===== config.mk =====
export PLATFORM = sky130hd
export DESIGN_NAME = iob_axis2axi_wr
export DESIGN_NICKNAME = d
export VERILOG_FILES = /design/src/rtl/iob_axis2axi_wr_pkg.sv /design/src/rtl/iob_reg_r.sv /design/src/rtl/iob_axis2axi_wr.sv
export SDC_FILE = /design/constraint.sdc
export NUM_CORES = 1
export LEC_CHECK = 0
export BUFFER_PORTS_ARGS = -buffer_cell sky130_fd_sc_hd__buf_4
export CORE_UTILIZATION = 35
export DETAILED_ROUTE_END_ITERATION = 7
export PLACE_DENSITY = 0.83
export SYNTH_ARGS = -nofsm -noshare
export SYNTH_HDL_FRONTEND = slang
export SYNTH_SLANG_ARGS = --single-unit

===== constraint.sdc =====
create_clock -name clk_i -period 1.9 [get_ports clk_i]
set_input_delay 0.38 -clock clk_i [delete_from_list [all_inputs] [get_ports clk_i]]
set_output_delay 0.38 -clock clk_i [all_outputs]
set_load 0.01 [all_outputs]

===== src/rtl/iob_axis2axi_wr_pkg.sv =====
// Shared constants for the AXI write master: FSM encodings, AXI field codes
// and the awsize helper.
package iob_axis2axi_wr_pkg;

    typedef enum logic [1:0] {
        ST_IDLE = 2'd0,
        ST_ADDR = 2'd1,
        ST_DATA = 2'd2,
        ST_RESP = 2'd3
    } wr_state_t;

    localparam logic [1:0] AXI_BURST_INCR = 2'b01;
    localparam logic [1:0] AXI_RESP_OKAY  = 2'b00;

    function automatic logic [2:0] axi_awsize(input int data_w);
        return 3'($clog2(data_w / 8));
    endfunction

endpackage


===== src/rtl/iob_reg_r.sv =====
// Clock-enabled register with synchronous active-high reset to RST_VAL.
module iob_reg_r #(
    parameter int                 DATA_W  = 1,
    parameter logic [DATA_W-1:0]  RST_VAL = '0
) (
    input  logic              clk_i,
    input  logic              cke_i,
    input  logic              rst_i,
    input  logic [DATA_W-1:0] data_i,
    output logic [DATA_W-1:0] data_o
);

    // Reset wins over a low clock enable so a mid-burst abort is never lost.
    always_ff @(posedge clk_i) begin
        if (rst_i)
            data_o <= RST_VAL;
        else if (cke_i)
            data_o <= data_i;
    end

endmodule


===== src/rtl/iob_axis2axi_wr.sv =====
// AXI4 write master: takes one burst command, issues AW, streams exactly
// awlen+1 beats from AXI-Stream onto W, then waits for B.
module iob_axis2axi_wr
    import iob_axis2axi_wr_pkg::*;
#(
    parameter int AXI_ADDR_W = 32,
    parameter int AXI_DATA_W = 32,
    parameter int AXI_LEN_W  = 8,
    parameter int AXI_ID_W   = 1
) (
    input  logic                    clk_i,
    input  logic                    cke_i,
    input  logic                    rst_i,
    input  logic [AXI_ADDR_W-1:0]   w_addr_i,
    input  logic [AXI_LEN_W:0]      w_length_i,
    input  logic                    w_start_transfer_i,
    output logic                    w_busy_o,
    output logic                    w_error_o,
    input  logic [AXI_DATA_W-1:0]   axis_in_data_i,
    input  logic                    axis_in_valid_i,
    output logic                    axis_in_ready_o,
    output logic [AXI_ID_W-1:0]     axi_awid_o,
    output logic [AXI_ADDR_W-1:0]   axi_awaddr_o,
    output logic [AXI_LEN_W-1:0]    axi_awlen_o,
    output logic [2:0]              axi_awsize_o,
    output logic [1:0]              axi_awburst_o,
    output logic                    axi_awvalid_o,
    input  logic                    axi_awready_i,
    output logic [AXI_DATA_W-1:0]   axi_wdata_o,
    output logic [AXI_DATA_W/8-1:0] axi_wstrb_o,
    output logic                    axi_wlast_o,
    output logic                    axi_wvalid_o,
    input  logic                    axi_wready_i,
    input  logic [AXI_ID_W-1:0]     axi_bid_i,
    input  logic [1:0]              axi_bresp_i,
    input  logic                    axi_bvalid_i,
    output logic                    axi_bready_o
);

    localparam logic [AXI_LEN_W:0] MAX_LEN = {1'b1, {AXI_LEN_W{1'b0}}};

    logic [1:0]            state_q;
    wr_state_t             state, state_nxt;
    logic [AXI_ADDR_W-1:0] addr_q, addr_nxt;
    logic [AXI_LEN_W-1:0]  awlen_q, awlen_nxt;
    logic [AXI_LEN_W-1:0]  cnt_q, cnt_nxt;
    logic                  err_q, err_nxt;
    logic                  w_hs, last_beat;
    logic                  unused_bid;

    assign state      = wr_state_t'(state_q);
    assign w_hs       = (state == ST_DATA) && axis_in_valid_i && axi_wready_i;
    assign last_beat  = (cnt_q == awlen_q);
    assign unused_bid = ^axi_bid_i;

    always_comb begin
        state_nxt = state;
        addr_nxt  = addr_q;
        awlen_nxt = awlen_q;
        cnt_nxt   = cnt_q;
        err_nxt   = err_q;
        case (state)
            ST_IDLE: if (w_start_transfer_i && (w_length_i != '0)) begin
                state_nxt = ST_ADDR;
                addr_nxt  = w_addr_i;
                // Oversized requests saturate at the longest legal burst.
                awlen_nxt = (w_length_i > MAX_LEN) ? '1
                          : AXI_LEN_W'(w_length_i - (AXI_LEN_W+1)'(1));
                cnt_nxt   = '0;
                err_nxt   = 1'b0;
            end
            ST_ADDR: if (axi_awready_i) state_nxt = ST_DATA;
            ST_DATA: if (w_hs) begin
                cnt_nxt = cnt_q + AXI_LEN_W'(1);
                if (last_beat) state_nxt = ST_RESP;
            end
            ST_RESP: if (axi_bvalid_i) begin
                state_nxt = ST_IDLE;
                if (axi_bresp_i != AXI_RESP_OKAY) err_nxt = 1'b1;
            end
            default: state_nxt = ST_IDLE;
        endcase
    end

    iob_reg_r #(.DATA_W(2)) state_reg (
        .clk_i(clk_i), .cke_i(cke_i), .rst_i(rst_i), .data_i(state_nxt), .data_o(state_q)
    );
    iob_reg_r #(.DATA_W(AXI_ADDR_W)) addr_reg (
        .clk_i(clk_i), .cke_i(cke_i), .rst_i(rst_i), .data_i(addr_nxt), .data_o(addr_q)
    );
    iob_reg_r #(.DATA_W(AXI_LEN_W)) awlen_reg (
        .clk_i(clk_i), .cke_i(cke_i), .rst_i(rst_i), .data_i(awlen_nxt), .data_o(awlen_q)
    );
    iob_reg_r #(.DATA_W(AXI_LEN_W)) cnt_reg (
        .clk_i(clk_i), .cke_i(cke_i), .rst_i(rst_i), .data_i(cnt_nxt), .data_o(cnt_q)
    );
    iob_reg_r #(.DATA_W(1)) err_reg (
        .clk_i(clk_i), .cke_i(cke_i), .rst_i(rst_i), .data_i(err_nxt), .data_o(err_q)
    );

    assign w_busy_o        = (state != ST_IDLE);
    assign w_error_o       = err_q;
    assign axi_awid_o      = '0;
    assign axi_awaddr_o    = addr_q;
    assign axi_awlen_o     = awlen_q;
    assign axi_awsize_o    = axi_awsize(AXI_DATA_W);
    assign axi_awburst_o   = AXI_BURST_INCR;
    assign axi_awvalid_o   = (state == ST_ADDR);
    assign axi_wdata_o     = axis_in_data_i;
    assign axi_wstrb_o     = '1;
    assign axi_wlast_o     = last_beat;
    assign axi_wvalid_o    = (state == ST_DATA) && axis_in_valid_i;
    assign axis_in_ready_o = (state == ST_DATA) && axi_wready_i;
    assign axi_bready_o    = (state == ST_RESP);

endmodule


After elaboration in Yosys (flattened, before gate mapping) --
Index checks and enable logic that the tools add are counted.
Operators by class: equal/unequal tests 10, reductions and logical operators 14, muxes and demuxes 14, add/sub/neg operators 2, $lt $le $gt $ge 1
Operators by type and width (count):
- 2-to-1 mux 8 bit | 3
- one-hot mux 8 bit (2 select lines) | 1
- 2-to-1 mux 2 bit | 5
- > comparator 9 bit (second input constant) | 1
- nonzero test 9 bit | 1
- adder 8 x 1 -> 8 bit (second input constant) | 1
- == test 8 bit | 1
- inequality test 2 bit (second input constant) | 4
- one-hot mux 2 bit (4 select lines) | 1
- nonzero test 2 bit | 4
- subtractor 8 x 1 -> 8 bit (second input constant) | 1
- AND reduction 6 bit | 1
- AND reduction 5 bit | 1
- == test 2 bit (second input constant) | 2
- logical AND 1 bit | 4
- inequality test 2 x 1 -> 1 bit (second input constant) | 2
- AND reduction 4 bit | 1
- 2-to-1 mux 1 bit | 3
- AND reduction 3 bit | 1
- == test 2 x 1 -> 1 bit (second input constant) | 1
- zero test 2 bit | 1
- one-hot mux 1 bit (2 select lines) | 1
Storage, ports and cells: register bits 51, output and inout bits 89

Longest topological paths before layout --
Gate-level depths: netlist of run 1.
depth after elaboration 5, mapped depth 8, gate-level depth less buffers 6

Hierarchy --
Synthesis of run 1 repeated with hierarchy kept, for this count alone.
Second synthesis, totals: cell total of the unflattened synthesis 434, area total of the unflattened synthesis 3355.7 um^2
Modules (own cells, without submodules):
- iob_axis2axi_wr | cells an instance 270, area each 1520.2 um^2, times used 1
- iob_reg_r (addr_reg) | cells an instance 103, area each 1163.6 um^2, times used 1
- iob_reg_r (awlen_reg ...) | cells an instance 26, area each 285.3 um^2, times used 2
- iob_reg_r (state_reg) | cells an instance 6, area each 67.6 um^2, times used 1
- iob_reg_r (err_reg) | cells an instance 3, area each 33.8 um^2, times used 1

Least setup slack after synthesis of run 1 --
OpenSTA, ideal clock, no wires.
path type flip-flop to flip-flop, start reg state_reg.data_o[0], end reg awlen_reg.data_o[2], slack 0.083 ns, cell stages (with the launch flop) 8, arrival 1.681 ns, period minus slack after synthesis 1.817 ns, cells stage by stage dfxtp_1 > inv_1 > ha_1 > inv_1 > or3_1 > buf_6 > a21oi_4 > a211oi_1
On the way: cells in the longest elaborated chain, start to end 2
RTL lines:
- start: declaration | line iob_reg_r.sv:10 | output logic [DATA_W-1:0] data_o
- start signal: assignment | line iob_reg_r.sv:18 | data_o <= data_i;
- zero test 2 bit | line iob_axis2axi_wr.sv:62 | case (state)
- AND reduction 3 bit (no line)
- end signal: assignment | line iob_reg_r.sv:18
- end: declaration | line iob_reg_r.sv:10
No other way between the ends. A chain may end at the register's enable or synchronous reset.

Final worst setup path of run 1 --
start reg state_reg.data_o[0], end out axi_wvalid_o
On the way: cells in the longest elaborated chain, start to end 2
RTL lines:
- == test 2 bit | line iob_axis2axi_wr.sv:112 | assign axi_wvalid_o = (state == ST_DATA) && axis_in_valid_i;
- logical AND 1 bit | line iob_axis2axi_wr.sv:112
- end: declaration | line iob_axis2axi_wr.sv:32 | output logic axi_wvalid_o,
No other way between the ends.

==> results.yml, run 1 <==
synth:
  synth.avg_cell_area_um2: 8.400
  ys_warn_count: 0
  synth_cell_types: 38
  synth-seq-cells: 51
  synthCells: 321
  synth.cell_area_um2: 2696
  yosysSeqAreaShare_pct: 37.87
route:
  first_iter_violations: 126
  dr.max_layer_used: "met4"
  wl_met3_um: 481
  routed_wl_um: 6090
  drc: 0
  dr.pass1.iters: 4
  drt-met1-wl_um: 2460
  antenna_left: 0
  num_vias: 2357
  vias_per_cell: 4.840
  wl_met2_um: 2985
  wl_per_cell_um: 12.51
pwr:
  power.switching_uw: 687.5
  seqPwrFrac_pct: 49.0
  netSwitchingFraction_pct: 28.83
  pwr-share-comb_pct: 23.1
  internal_power_uw: 1697
  p_leak_uw: 0.001408
  max-vdd-ir-drop_uv: 321.5
  power_frac_clock_pct: 27.9
  p_per_area_nw_per_um2: 703.8
clock_tree:
  cts_sinks: 51
  insertion_delay_ps: 300
  cts_tree: "yes"
  postCtsHoldBufs: 0
  clkTransAtPathRegs_ps: 90
  clk_path_buf_depth: 2
  cts-buffers-inserted: 5
  post-cts-setup-buffers: 0
  cts_root_buffer: "clkbuf_8"
  htreeDepth: 2
job:
  maxCapViolCount: 0
setup_path:
  path_class: "flop to output port"
  worstPathArrival_ps: 1410
  path_max_fanout: 10
  endpoint_kind: "output port"
  cp.required_ps: 1520
  cp-start-kind: "flop"
  reg2regPathDepth: 6
timing:
  timing.slew.headroom_pct: 63.29
  hold_ws_ps: 322.0
  period_needed_ps: 1789
  rsz0062_at_grt: "no"
  slew_violations: 0
  fin_ws_ps: 111.0
  worst_pin_slew_ps: 550.7
  period_share_pct: 94.16
  hold_viol: 0
  fin_skew_ps: 6.114
  max_freq_mhz: 559.0
  finalSetupViolations: 0
placement:
  post-place-ws_ps: -143.2
  dp_hpwl_um: 4543
  io_buffers: 97
  gp_congestion: 0.7952
  dp_cells: 479
floorplan:
  ios: 173
  die_w_um: 89.77
  rows: 31
  die-area_um2: 8059
  design.core.area_um2: 7331
  initial_core_util_pct: 36.78
  die_h_um: 89.77
final_layout:
  diodes: 0
  fillCellCount: 695
  regArea_um2: 1022
  area_growth_pct: 25.66
  multiInputGateArea_um2: 1275
  final_nets: 479
  layout-drive-gt1-share_pct: 34.02
  fin_cells: 487
grt:
  grt_pass1_wl_um: 9867
  grt_pass1_vias: 2197
  grt_usage_pct: 14.85
  overflow: 0
  grt_max_degree: 53
  antenna_found_initial: 0
worst_hold_path:
  worstHoldPathType: "input port to flop"
  whs_path_depth: 3
outcome:
  status: "complete, no violations"
[per-layer routing]
layer	vias to the layer above	GRT usage, %
met5	-	0
met4	0	7.377
met3	20	4.992
met2	93	25.96
met1	1094	15.96
li1	1150	-
[power groups by stage]
stage / Clock, uW / Sequential [uW] / Combinational [uW]
3_5_place_dp: 0 / 1190 / 550
2_1_floorplan: 0 / 1210 / 351
4_1_cts: 697 / 1170 / 552
5_1_grt: 739 / 1180 / 600
3_3_place_gp: 0 / 1190 / 538
6_report: 665 / 1170 / 551
[worst max-delay path, cell delays in order, from the launching register on]
cell,delay (ps)
dfxtp_2,360
inv_1,80
ha_2,220
buf_4,170
and2_1,140
buf_4,140
[sequential cells by signal, indices dropped and copies added, names as in the netlist]
register          flops
state_reg.data_o      2
awlen_reg.data_o      8
cnt_reg.data_o        8
addr_reg.data_o      32
err_reg.data_o        1
[through the flow]
| step | power [uW] | utilization, % | area [um^2] | setup TNS [ps] |
|---|---|---|---|---|
| 3_5_place_dp | 1744 | 44.75 | 3281 | -4088 |
| 6_report | 2385 | 46.22 | 3388 | 0 |
| 2_1_floorplan | 1563 | - | 2726 | 0 |
| 5_1_grt | 2517 | 46.22 | 3388 | 0 |
| 4_1_cts | 2419 | 46.12 | 3381 | 0 |
| 3_3_place_gp | 1729 | 44.75 | 3281 | -3368 |
[synth_stat cells]
library cell	number	area, um^2
inv_1	10	37.54
nor4_4	1	21.27
nor3_2	2	20.02
a211oi_2	2	25.02
a211oi_4	1	20.02
dfxtp_1	51	1021
and2_1	2	12.51
nor4_1	1	6.260
a41oi_1	2	17.52
nor2b_1	1	6.260
ha_1	8	100.1
clkbuf_1	10	37.54
a211oi_1	7	52.55
nand2b_1	9	56.30
buf_4	42	315.3
nand3_1	5	25.02
conb_1	2	7.510
xor2_1	3	26.28
a221oi_4	1	26.28
nand2_1	69	259.0
xnor2_1	11	96.34
buf_2	1	5.000
a21oi_4	1	16.27
buf_1	1	3.750
nor3b_1	1	7.510
a221oi_2	1	15.01
nor2_1	13	48.80
a311oi_1	6	52.55
o21ai_2	1	8.760
a41o_4	1	21.27
a31oi_1	1	6.260
and3_1	4	25.02
a21oi_1	38	190.2
nand4_1	3	18.77
or3_1	2	12.51
a2111oi_2	1	15.01
buf_6	4	45.04
o31ai_1	2	15.01
[cells in the final DEF (no fill, tap or decap), types with 2 or more instances in the layout]
cell type and n:
nand3_1 5, nand2b_1 9, xor2_1 3, a41oi_1 2, clkbuf_8 6, buf_4 108
xnor2_1 11, o31ai_1 2, a211oi_1 7, inv_1 10, and2_1 2, nand4_1 3
a21oi_1 38, nand2_1 69, conb_1 10, a311oi_1 6, nor2_1 13, ha_1 7
dfxtp_1 50, a211oi_2 2, and3_1 4
[logic make-up (layout without fill, tap and decap cells)]
kind of cell / Yosys count / after routing / synth area share (%)
adders and majority gates: 8 / 8 / 3.712
xor gates and xnor gates: 14 / 14 / 4.548
other: 2 / 10 / 0.2785
AOI/OAI and AO/OA: 65 / 65 / 17.87
and+or+nand+nor: 113 / 113 / 19.26
buffers and inverters: 68 / 127 / 16.47
DFF: 51 / 51 / 37.87
[what timing repair did]
| item | in CTS | in global routing |
|---|---|---|
| pin swaps | 0 | 2 |
| gates resized for setup | 1 | 2 |
| setup endpoints to repair | 2 | 4 |
[area by class of cell]
class                      instances  share of cell area [%]
sequential                        51                   30.17
multi-input combinational        210                   37.63
timing repair buffer             109                   24.52
inverter                          10                   1.108
clock inverter                     2                  0.4801
tap                               99                   3.656
clock buffer                       6                   2.437
[final timing paths]
path,startpoint,to,slack [ps]
worst min-delay path,w_addr_i[27],addr_reg.data_o[27],320
worst max register to register,state_reg.data_o[1],err_reg.data_o,210
worst min register to register,addr_reg.data_o[8],addr_reg.data_o[8],460
worst max-delay path,state_reg.data_o[0],axi_wvalid_o,110
No activity file was read; power rests on OpenSTA's default activity.
==> inputs of run 2 (changes only) <==
--- a/config.mk
+++ b/config.mk
@@ -5,10 +5,10 @@
 export SDC_FILE = /design/constraint.sdc
 export NUM_CORES = 1
 export LEC_CHECK = 0
-export BUFFER_PORTS_ARGS = -buffer_cell sky130_fd_sc_hd__buf_4
 export CORE_UTILIZATION = 35
 export DETAILED_ROUTE_END_ITERATION = 7
-export PLACE_DENSITY = 0.83
+export DONT_BUFFER_PORTS = 1
+export PLACE_DENSITY = 0.6
 export SYNTH_ARGS = -nofsm -noshare
 export SYNTH_HDL_FRONTEND = slang
 export SYNTH_SLANG_ARGS = --single-unit
==> results.yml, run 2 (synthesis results as in run 1) <==
outcome:
  status: "complete, no violations"
route:
  vias_per_cell: 4.917
  drc: 0
  first_iter_violations: 68
  num_vias: 1903
  routed_wl_um: 5425
  antenna_left: 0
  dr.pass1.iters: 4
  wl_per_cell_um: 14.02
final_layout:
  layout-drive-gt1-share_pct: 10.76
  final_common_cell: "nand2_1"
  final_nets: 379
  largest-register: "addr_reg.data_o"
  reg_top3: "addr_reg.data_o (32), awlen_reg.data_o (8), cnt_reg.data_o (8)"
  diodes: 0
  largest_reg_flops: 32
  area_growth_pct: -2.413
  utilization_pct: 35.89
  design_area_um2: 2631
  layout_common_cells: "69 x nand2_1, 50 x dfxtp_1, 38 x a21oi_1, 13 x nor2_1, 11 x xnor2_1"
setup_path:
  path_max_fanout: 32
  path_cells: "inv_1 > ha_2 > inv_1 > or3_1 > buf_4 > nand2_1 > a21oi_1"
  cp_top_family: "simple AND/OR/NAND/NOR gates"
  cp-endpoint: "addr_reg.data_o[12]"
  reg2reg_from: "state_reg.data_o[1]"
  reg2reg_to: "addr_reg.data_o[12]"
  path_common_cell: "inv_1"
  cpMaxStageDelayCell: "or3_1"
  cp.required_ps: 2110
  worstPathArrival_ps: 1960
  crit_cells: 7
  crit_buf_inv: 3
  slowest_delay_ps: 410
  reg2regPathDepth: 7
  r2r_slack_ps: 150
  cp-start-kind: "flop"
  endpoint_kind: "flop"
  cp-startpoint: "state_reg.data_o[1]"
  path_class: "flop to flop"
placement:
  gp_congestion: 0.7360
  io_buffers: 0
  dp_hpwl_um: 3975
  dpl_cell_area_um2: 2530
clock_tree:
  htreeDepth: 2
  insertion_delay_ps: 310
  post-cts-setup-buffers: 0
  cts_root_buffer: "clkbuf_8"
  cts-buffers-inserted: 5
  clk_path_buf_depth: 2
  cts_tree: "yes"
  postCtsHoldBufs: 0
  clkTransAtPathRegs_ps: 100
  cts_resized: 0
  cts_sinks: 51
pwr:
  p_leak_uw: 0.0009050
  power_frac_clock_pct: 30.6
  total_power_uw: 2189
  pwr-share-comb_pct: 14.6
  seqPwrFrac_pct: 54.7
  max-vdd-ir-drop_uv: 295.2
  power.switching_uw: 656.0
  p_per_area_nw_per_um2: 831.8
  netSwitchingFraction_pct: 29.98
  internal_power_uw: 1533
floorplan:
  design.core.area_um2: 7331
  ios: 173
  die_h_um: 89.77
  die_w_um: 89.77
  rows: 31
  initial_core_util_pct: 36.78
  die-area_um2: 8059
timing:
  hold_viol: 0
  period_needed_ps: 1748
  rsz0062_at_grt: "no"
  slew_violations: 0
  finalSetupTns_ps: 0
  period_share_pct: 92.02
  max_freq_mhz: 572.0
  fin_skew_ps: 8.639
  hold_ws_ps: 126.1
  finalSetupViolations: 0
grt:
  grt_pass1_wl_um: 8728
  grt_max_degree: 53
  grt_usage_pct: 13.31
  antenna_found_initial: 0
  grt_pass1_vias: 1835
  overflow: 0
job:
  maxCapViolCount: 0
worst_hold_path:
  worstHoldPathType: "input port to flop"
-- run 2: cell count changes in the layout (fill, tap and decap cells not counted), sizes merged --
| cell | delta |
|---|---|
| clkbuf | -1 |
| buf | -100 |
| clkinv | +1 |
| clkinvlp | -1 |
| inv | +1 |
-- run 2: cell type report --
class	count	area [um^2]
clock buffer	5	68.82
clock inverter	3	28.78
fill	758	4700
inverter	10	37.54
multi-input combinational	210	1270
sequential	51	1022
tap	99	123.9
timing repair buffer	9	80.08
-- run 2: per-layer routing --
layer / up-vias / part of all wire (%) / track usage [%]
met2: 67 / 49 / 22.31
li1: 956 / - / -
met1: 866 / 42 / 15.41
met5: - / 0 / 0
met4: 0 / 2.0 / 6.148
met3: 14 / 7.4 / 4.230
-- run 2: how the worst min path moves through the flow --
| stage | from | to | cells past startpoint |
|---|---|---|---|
| 2_1_floorplan | w_length_i[0] | awlen_reg.data_o[0] | 1 |
| 3_3_place_gp | rst_i | addr_reg.data_o[10] | 1 |
| 3_5_place_dp | rst_i | addr_reg.data_o[10] | 1 |
| 4_1_cts | rst_i | addr_reg.data_o[4] | 1 |
| 5_1_grt | rst_i | addr_reg.data_o[13] | 1 |
| 6_report | rst_i | addr_reg.data_o[4] | 1 |
-- run 2: through the flow --
stage | worst slack, ps | cells
final | 151.7 | 387
after floorplan | 83.36 | 329
after global placement | -54.98 | 379
after detailed placement | -88.27 | 379
after global routing | 19.70 | 387
after CTS | 109.8 | 387
-- run 2: power by group through the flow --
stage | registers [uW] | logic [uW] | clock network (uW)
after floorplan | 1210 | 351 | 0
after global placement | 1220 | 316 | 0
after detailed placement | 1220 | 323 | 0
after CTS | 1200 | 323 | 697
after global routing | 1210 | 363 | 728
final | 1200 | 320 | 670
-- run 2: worst register-to-register path: cells and delay by family (launching register included) --
| family | cells | cell delay (ps) |
|---|---|---|
| and+or+nand+nor | 2 | 530 |
| DFF | 1 | 340 |
| adders and majority gates | 1 | 250 |
| AOI/OAI and AO/OA | 1 | 70 |
| buffers and inverters | 3 | 470 |
